<file path="src/rtl/mdu_ctrl.sv">
// Multi-cycle multiply/divide sequencer for the Execute stage.
// Registered multiplier plus radix-2 restoring divider with stall/cancel.
module mdu_ctrl #(
    parameter int WIDTH = 32
) (
    input  logic             clk,
    input  logic             resetn,
    input  logic             start_i,
    input  logic [1:0]       op_i,
    input  logic [WIDTH-1:0] a_i,
    input  logic [WIDTH-1:0] b_i,
    input  logic             cancel_i,
    output logic             stall_o,
    output logic             busy_o,
    output logic             ready_o,
    output logic [WIDTH-1:0] hi_o,
    output logic [WIDTH-1:0] lo_o,
    output logic             div_zero_o
);
    localparam int CW = $clog2(WIDTH);

    typedef enum logic [1:0] {IDLE, MUL, DIV_RUN, DONE} state_t;

    state_t           state_q, state_d;
    logic [1:0]       op_q, op_d;
    logic [WIDTH-1:0] a_q, a_d, b_q, b_d;
    logic [WIDTH-1:0] hi_q, hi_d, lo_q, lo_d;
    logic [WIDTH-1:0] rem_q, rem_d, quo_q, quo_d;
    logic [CW-1:0]    cnt_q, cnt_d;
    logic             init_q, init_d;
    logic             dz_q, dz_d;

    logic             sgn, a_neg, b_neg;
    logic [WIDTH-1:0] a_abs, b_abs;
    logic [2*WIDTH-1:0] a_ext, b_ext, prod;
    logic [WIDTH:0]   trial;
    logic             qbit;
    logic [WIDTH-1:0] rem_nx, quo_nx;

    assign sgn   = ~op_q[0];
    assign a_neg = sgn & a_q[WIDTH-1];
    assign b_neg = sgn & b_q[WIDTH-1];
    assign a_abs = a_neg ? -a_q : a_q;
    assign b_abs = b_neg ? -b_q : b_q;

    // Low 2W bits of a sign-extended product equal the signed product.
    assign a_ext = {{WIDTH{a_neg}}, a_q};
    assign b_ext = {{WIDTH{b_neg}}, b_q};
    assign prod  = a_ext * b_ext;

    assign trial  = {rem_q, quo_q[WIDTH-1]} - {1'b0, b_abs};
    assign qbit   = ~trial[WIDTH];
    assign rem_nx = qbit ? trial[WIDTH-1:0] : {rem_q[WIDTH-2:0], quo_q[WIDTH-1]};
    assign quo_nx = {quo_q[WIDTH-2:0], qbit};

    always_comb begin
        state_d = state_q;
        op_d    = op_q;
        a_d     = a_q;
        b_d     = b_q;
        hi_d    = hi_q;
        lo_d    = lo_q;
        rem_d   = rem_q;
        quo_d   = quo_q;
        cnt_d   = cnt_q;
        init_d  = init_q;
        dz_d    = dz_q;
        unique case (state_q)
            IDLE: begin
                if (start_i) begin
                    op_d = op_i;
                    a_d  = a_i;
                    b_d  = b_i;
                    if (!op_i[1]) begin
                        state_d = MUL;
                    end else if (b_i == '0) begin
                        state_d = DONE;
                        hi_d    = a_i;
                        lo_d    = '1;
                        dz_d    = 1'b1;
                    end else begin
                        state_d = DIV_RUN;
                        cnt_d   = '0;
                        init_d  = 1'b1;
                    end
                end
            end
            MUL: begin
                hi_d    = prod[2*WIDTH-1:WIDTH];
                lo_d    = prod[WIDTH-1:0];
                state_d = DONE;
            end
            DIV_RUN: begin
                // First cycle only loads the dividend magnitude.
                if (init_q) begin
                    quo_d  = a_abs;
                    rem_d  = '0;
                    init_d = 1'b0;
                end else begin
                    quo_d = quo_nx;
                    rem_d = rem_nx;
                    cnt_d = cnt_q + 1'b1;
                    if (cnt_q == CW'(WIDTH - 1)) begin
                        lo_d    = (a_neg ^ b_neg) ? -quo_nx : quo_nx;
                        hi_d    = a_neg ? -rem_nx : rem_nx;
                        state_d = DONE;
                    end
                end
            end
            DONE: begin
                dz_d    = 1'b0;
                state_d = IDLE;
            end
            default: state_d = IDLE;
        endcase
        if (cancel_i) begin
            state_d = IDLE;
            hi_d    = hi_q;
            lo_d    = lo_q;
            dz_d    = 1'b0;
            init_d  = 1'b0;
        end
    end

    always_ff @(posedge clk or negedge resetn) begin
        if (!resetn) begin
            state_q <= IDLE;
            op_q    <= '0;
            a_q     <= '0;
            b_q     <= '0;
            hi_q    <= '0;
            lo_q    <= '0;
            rem_q   <= '0;
            quo_q   <= '0;
            cnt_q   <= '0;
            init_q  <= 1'b0;
            dz_q    <= 1'b0;
        end else begin
            state_q <= state_d;
            op_q    <= op_d;
            a_q     <= a_d;
            b_q     <= b_d;
            hi_q    <= hi_d;
            lo_q    <= lo_d;
            rem_q   <= rem_d;
            quo_q   <= quo_d;
            cnt_q   <= cnt_d;
            init_q  <= init_d;
            dz_q    <= dz_d;
        end
    end

    assign busy_o     = (state_q != IDLE);
    assign stall_o    = ~cancel_i & (((state_q == IDLE) & start_i) |
                                     (state_q == MUL) | (state_q == DIV_RUN));
    assign ready_o    = (state_q == DONE) & ~cancel_i;
    assign div_zero_o = dz_q & ready_o;
    assign hi_o       = hi_q;
    assign lo_o       = lo_q;

endmodule

</file>
<file path="config.mk">
export PLATFORM = sky130hd
export DESIGN_NAME = mdu_ctrl
export DESIGN_NICKNAME = d
export VERILOG_FILES = /design/src/rtl/mdu_ctrl.sv
export SDC_FILE = /design/constraint.sdc
export NUM_CORES = 2
export LEC_CHECK = 0
export CAP_MARGIN = 10
export CORE_AREA = 2 2 352 354
export DETAILED_ROUTE_END_ITERATION = 16
export DIE_AREA = 0 0 354 356
export SETUP_SLACK_MARGIN = 0.1
export SLEW_MARGIN = 5
export SYNTH_ARGS = -nofsm -noshare
export SYNTH_HDL_FRONTEND = slang
export SYNTH_SLANG_ARGS = --single-unit
</file>
<file path="constraint.sdc">
create_clock -name clk -period 13.3 [get_ports clk]
set_input_delay 2.66 -clock clk [delete_from_list [all_inputs] [get_ports clk]]
set_output_delay 2.66 -clock clk [all_outputs]
set_load 0.01 [all_outputs]
</file>
==> summary by stage <==
Critical path
The cell type of the slowest stage on the worst timing path is sky130_fd_sc_hd__nor2b_4. The arrival time at the worst endpoint is 10.79 ns. The maximum cell stage delay along the critical path is 0.68 ns. The worst setup path is captured at a flop.

In this design, the critical path's most frequently occurring cell is sky130_fd_sc_hd__fa_1. The peak fanout along the critical path is 36. The worst setup path is of the flop to flop kind.

The launching element type of the critical path is a flop. The critical path required time is 13.79 ns.

Clocking
At the later pin of the worst-skew pair, clock insertion delay measures 0.57 ns. The total of hold buffers inserted after clock tree synthesis is 0. The cell sitting at the root of the clock tree is a sky130_fd_sc_hd__clkbuf_16.

TritonCTS built the clock tree. The number of setup buffers added after CTS is 0. Once the clock tree was built, the resizer swapped 0 gates to a different size. Counting every sink on the clock net gives 202. Buffers inserted during clock tree synthesis total 25.

In this run the number of H-tree levels came out at 1. The number of buffers on the longest clock path is 3. The clock transition at the register clock pins on the worst setup and hold paths after CTS is 0.06 ns.

Logic synthesis
The count of yosys warnings during synthesis is 0. The number of nets in the synthesized netlist is 7314. The synthesized instance count is 5864. In the synthesized netlist the dominant register cell turns out to be sky130_fd_sc_hd__dfrtp_1. In this run the cell area of the synthesized design comes to 52170 µm².

Summing the sequential cell areas from Yosys gives 9.690% of the chip area. The count of unique library cells instantiated by Yosys is 94. The async set-or-reset flop fraction in the synthesized netlist is 100.0%.

The average size of a mapped cell is 8.896 µm². In this run, synthesis inferred 0 flip-flops with an integrated enable. Counting flops and latches in the post-synthesis netlist gives 202.

Run status
The flow ran to the end, and the final reports show no timing, DRC or antenna violations.

Routing
The number of nets with antenna violations after routing is 0. In this run, the number of DRC markers left after iteration 0 of detailed routing was 3180. The number of vias after detailed routing is 40550. Summed over all layers, the routed wires come to 167000 µm. The wire length per cell after detailed routing is 22.53 µm.

The post-detailed-route via-to-cell ratio is 5.470. The first detailed-routing pass ran for 6 iterations. The number of design rule violations left after detail routing is 0.

STA
The post-route fraction of the period consumed by the critical path is 77.47%. Between clock sinks in the finished design, the worst skew comes to 0.01889 ns. The maximum clock frequency is 97.06 MHz. The number of pins exceeding their max-slew limit in the final report is 0.

The final critical delay including setup and external delays is 10.30 ns. The worst slew slack as a fraction of its limit is 8.830%. In the final timing run, aggregate negative setup slack is 0 ns. Setup violations remaining at the end of the flow were counted as 0.

The worst-margin pin slew is 1.355 ns. Setup repair after global routing left no endpoint under its margin. The final hold violation count is 0.

Place
The detailed-placement wirelength estimate is 129300 µm. The routability congestion estimate is 0.9749. The count of buffers added on input and output ports is 137.

GRT
The maximum number of pins on one net before global-route repair is 92. After global routing the overflow that remains totals 0. Across every metal layer, demand over resource in global routing totals 26.95%. The first global-routing pass estimated 260300 µm of wire. The number of antenna violations at the first check in global routing was 6. The via count of the first global-routing pass was 43230.

Die
The die is 354 µm wide. The initial utilization of the core area, before any placement, comes to 42.53%. The core footprint is 122700 µm². Measured along the y axis, the die boundary spans 356 µm. The full die area is 126000 µm². The count of pins on the block boundary is 138. Row generation in the floorplan step produced 129 rows.

Cells and area
Across the whole layout, storage elements account for 5056 µm². The final layout net count is 7208. Relative to the synthesized area, the layout overhead comes to 7.001%. The share of cells above drive strength 1 is 5.022%. The count of filler cells inserted in the layout is 11950. In the final layout, the multi-input gates occupy 41230 µm².

Flow run
Across the run, the number of max-cap violations was 0.

Hold path
In this run the worst hold path is classified as flop to flop.
[through the flow]
step / instances / worst slack (ns) / cell area (µm²) / hold slack (ns) / util, %
after floorplan: 5864 / 4.119 / 52170 / 0.4787 / -
after global placement: 7368 / 3.360 / 54950 / 0.4599 / 44.79
after detailed placement: 7368 / 3.100 / 54950 / 0.4672 / 44.79
after CTS: 7412 / 3.057 / 55820 / 0.4809 / 45.50
after global routing: 7412 / 2.553 / 55820 / 0.4989 / 45.50
final: 7413 / 2.997 / 55820 / 0.4772 / 45.50
[final timing paths]
kind | start | to | slack [ns] | depth (start not counted)
hold reg to reg | hi_o[8]$_DFFE_PN0P_ | hi_o[8]$_DFFE_PN0P_ | 0.48 | 1
setup reg to reg | op_q[0]$_DFFE_PN0P_ | hi_o[28]$_DFFE_PN0P_ | 3.00 | 28
hold / removal | hi_o[8]$_DFFE_PN0P_ | hi_o[8]$_DFFE_PN0P_ | 0.48 | 1
min in group asynchronous | resetn | hi_o[31]$_DFFE_PN0P_ | 2.14 | 1
setup / recovery | op_q[0]$_DFFE_PN0P_ | hi_o[28]$_DFFE_PN0P_ | 3.00 | 28
max in group asynchronous | resetn | lo_o[19]$_DFFE_PN0P_ | 9.64 | 2
[layout by cell type, fill, tap and decap left out, types with 21 or more instances in the layout]
cell / instances
sky130_fd_sc_hd__fa_1: 1126
sky130_fd_sc_hd__nand3_1: 41
sky130_fd_sc_hd__ha_1: 251
sky130_fd_sc_hd__nand4_1: 24
sky130_fd_sc_hd__xnor2_1: 129
sky130_fd_sc_hd__a221oi_1: 34
sky130_fd_sc_hd__a211oi_1: 21
sky130_fd_sc_hd__xor2_1: 80
sky130_fd_sc_hd__nor4_1: 27
sky130_fd_sc_hd__clkbuf_16: 25
sky130_fd_sc_hd__and2_1: 360
sky130_fd_sc_hd__mux2_2: 93
sky130_fd_sc_hd__o21ai_1: 38
sky130_fd_sc_hd__a21oi_1: 211
sky130_fd_sc_hd__nand2b_1: 27
sky130_fd_sc_hd__or3_1: 22
sky130_fd_sc_hd__nor2_1: 261
sky130_fd_sc_hd__nand2_1: 835
sky130_fd_sc_hd__o21ai_0: 103
sky130_fd_sc_hd__nor3_1: 37
sky130_fd_sc_hd__clkdlybuf4s50_1: 136
sky130_fd_sc_hd__a31oi_1: 27
sky130_fd_sc_hd__o22ai_1: 32
sky130_fd_sc_hd__a21o_1: 58
sky130_fd_sc_hd__buf_4: 102
sky130_fd_sc_hd__o31ai_1: 24
sky130_fd_sc_hd__inv_1: 1189
sky130_fd_sc_hd__dfrtp_1: 201
[final cells by class]
class / instances / area share (%)
inverters: 1192 / 8.016
repair buffers: 239 / 3.837
clock inverters: 14 / 0.3497
clock buffers: 30 / 1.208
multi-input cells: 4098 / 73.86
diodes: 1 / 0.004483
flip-flops and latches: 202 / 9.058
well taps: 1637 / 3.669
[cells in the mapped netlist (7+ instances only)]
| cell | n | area [µm²] |
|---|---|---|
| sky130_fd_sc_hd__a211oi_1 | 21 | 157.7 |
| sky130_fd_sc_hd__a21o_1 | 58 | 435.4 |
| sky130_fd_sc_hd__a21oi_1 | 211 | 1056 |
| sky130_fd_sc_hd__a21oi_2 | 7 | 61.31 |
| sky130_fd_sc_hd__a221oi_1 | 34 | 297.8 |
| sky130_fd_sc_hd__a22oi_1 | 8 | 60.06 |
| sky130_fd_sc_hd__a31oi_1 | 27 | 168.9 |
| sky130_fd_sc_hd__and2_1 | 361 | 2258 |
| sky130_fd_sc_hd__and3_1 | 18 | 112.6 |
| sky130_fd_sc_hd__buf_1 | 58 | 217.7 |
| sky130_fd_sc_hd__buf_2 | 13 | 65.06 |
| sky130_fd_sc_hd__clkbuf_1 | 293 | 1100 |
| sky130_fd_sc_hd__dfrtp_1 | 202 | 5055 |
| sky130_fd_sc_hd__fa_1 | 1126 | 22540 |
| sky130_fd_sc_hd__ha_1 | 254 | 3178 |
| sky130_fd_sc_hd__inv_1 | 1189 | 4463 |
| sky130_fd_sc_hd__mux2_2 | 93 | 1047 |
| sky130_fd_sc_hd__mux2i_1 | 13 | 130.1 |
| sky130_fd_sc_hd__nand2_1 | 837 | 3142 |
| sky130_fd_sc_hd__nand2b_1 | 27 | 168.9 |
| sky130_fd_sc_hd__nand3_1 | 41 | 205.2 |
| sky130_fd_sc_hd__nand4_1 | 24 | 150.1 |
| sky130_fd_sc_hd__nor2_1 | 261 | 979.7 |
| sky130_fd_sc_hd__nor2b_1 | 21 | 131.4 |
| sky130_fd_sc_hd__nor3_1 | 37 | 185.2 |
| sky130_fd_sc_hd__nor4_1 | 27 | 168.9 |
| sky130_fd_sc_hd__o211ai_1 | 13 | 97.59 |
| sky130_fd_sc_hd__o21a_1 | 9 | 67.56 |
| sky130_fd_sc_hd__o21ai_0 | 103 | 515.5 |
| sky130_fd_sc_hd__o21ai_1 | 38 | 190.2 |
| sky130_fd_sc_hd__o22ai_1 | 32 | 200.2 |
| sky130_fd_sc_hd__o31ai_1 | 24 | 180.2 |
| sky130_fd_sc_hd__o41ai_1 | 7 | 61.31 |
| sky130_fd_sc_hd__or3_1 | 22 | 137.6 |
| sky130_fd_sc_hd__or4_1 | 10 | 75.07 |
| sky130_fd_sc_hd__xnor2_1 | 129 | 1130 |
| sky130_fd_sc_hd__xor2_1 | 80 | 700.7 |
[cell families after synthesis]
group	Yosys count	share of synthesized area [%]
AOI/OAI and AO/OA	671	8.311
xor gates and xnor gates	209	3.509
buffers and inverters	1564	11.36
adders and majority gates	1380	49.30
and+or+nand+nor	1731	15.55
muxes	107	2.278
DFF	202	9.690
[worst max-delay path, delay by kind of cell (launching register included)]
| family | cells | cell delay (ns) |
|---|---|---|
| fa+ha+maj | 9 | 4.60 |
| compound gates | 7 | 2.44 |
| simple gates | 5 | 1.25 |
| buf+inv | 6 | 1.24 |
| flops | 1 | 0.53 |
| xor+xnor | 1 | 0.14 |
[per-layer routing]
metal	vias to the layer above	routed length, µm	track usage [%]
li1	17580	-	-
met1	21070	67670	35.69
met2	1520	79710	45.39
met3	366	10750	2.453
met4	2	8869	11.48
met5	-	13	0
[flip-flops by register name, summed over array words and instances (netlist names)]
register and flops:
a_q 32, b_q 32, hi_o 32, lo_o 32, quo_q 32, rem_q 32, cnt_q 5, state_q 2
dz_q 1, init_q 1, op_q 1
Power is not shown: default switching activity piles up to over one toggle a cycle in this logic, so the estimate is an artifact.
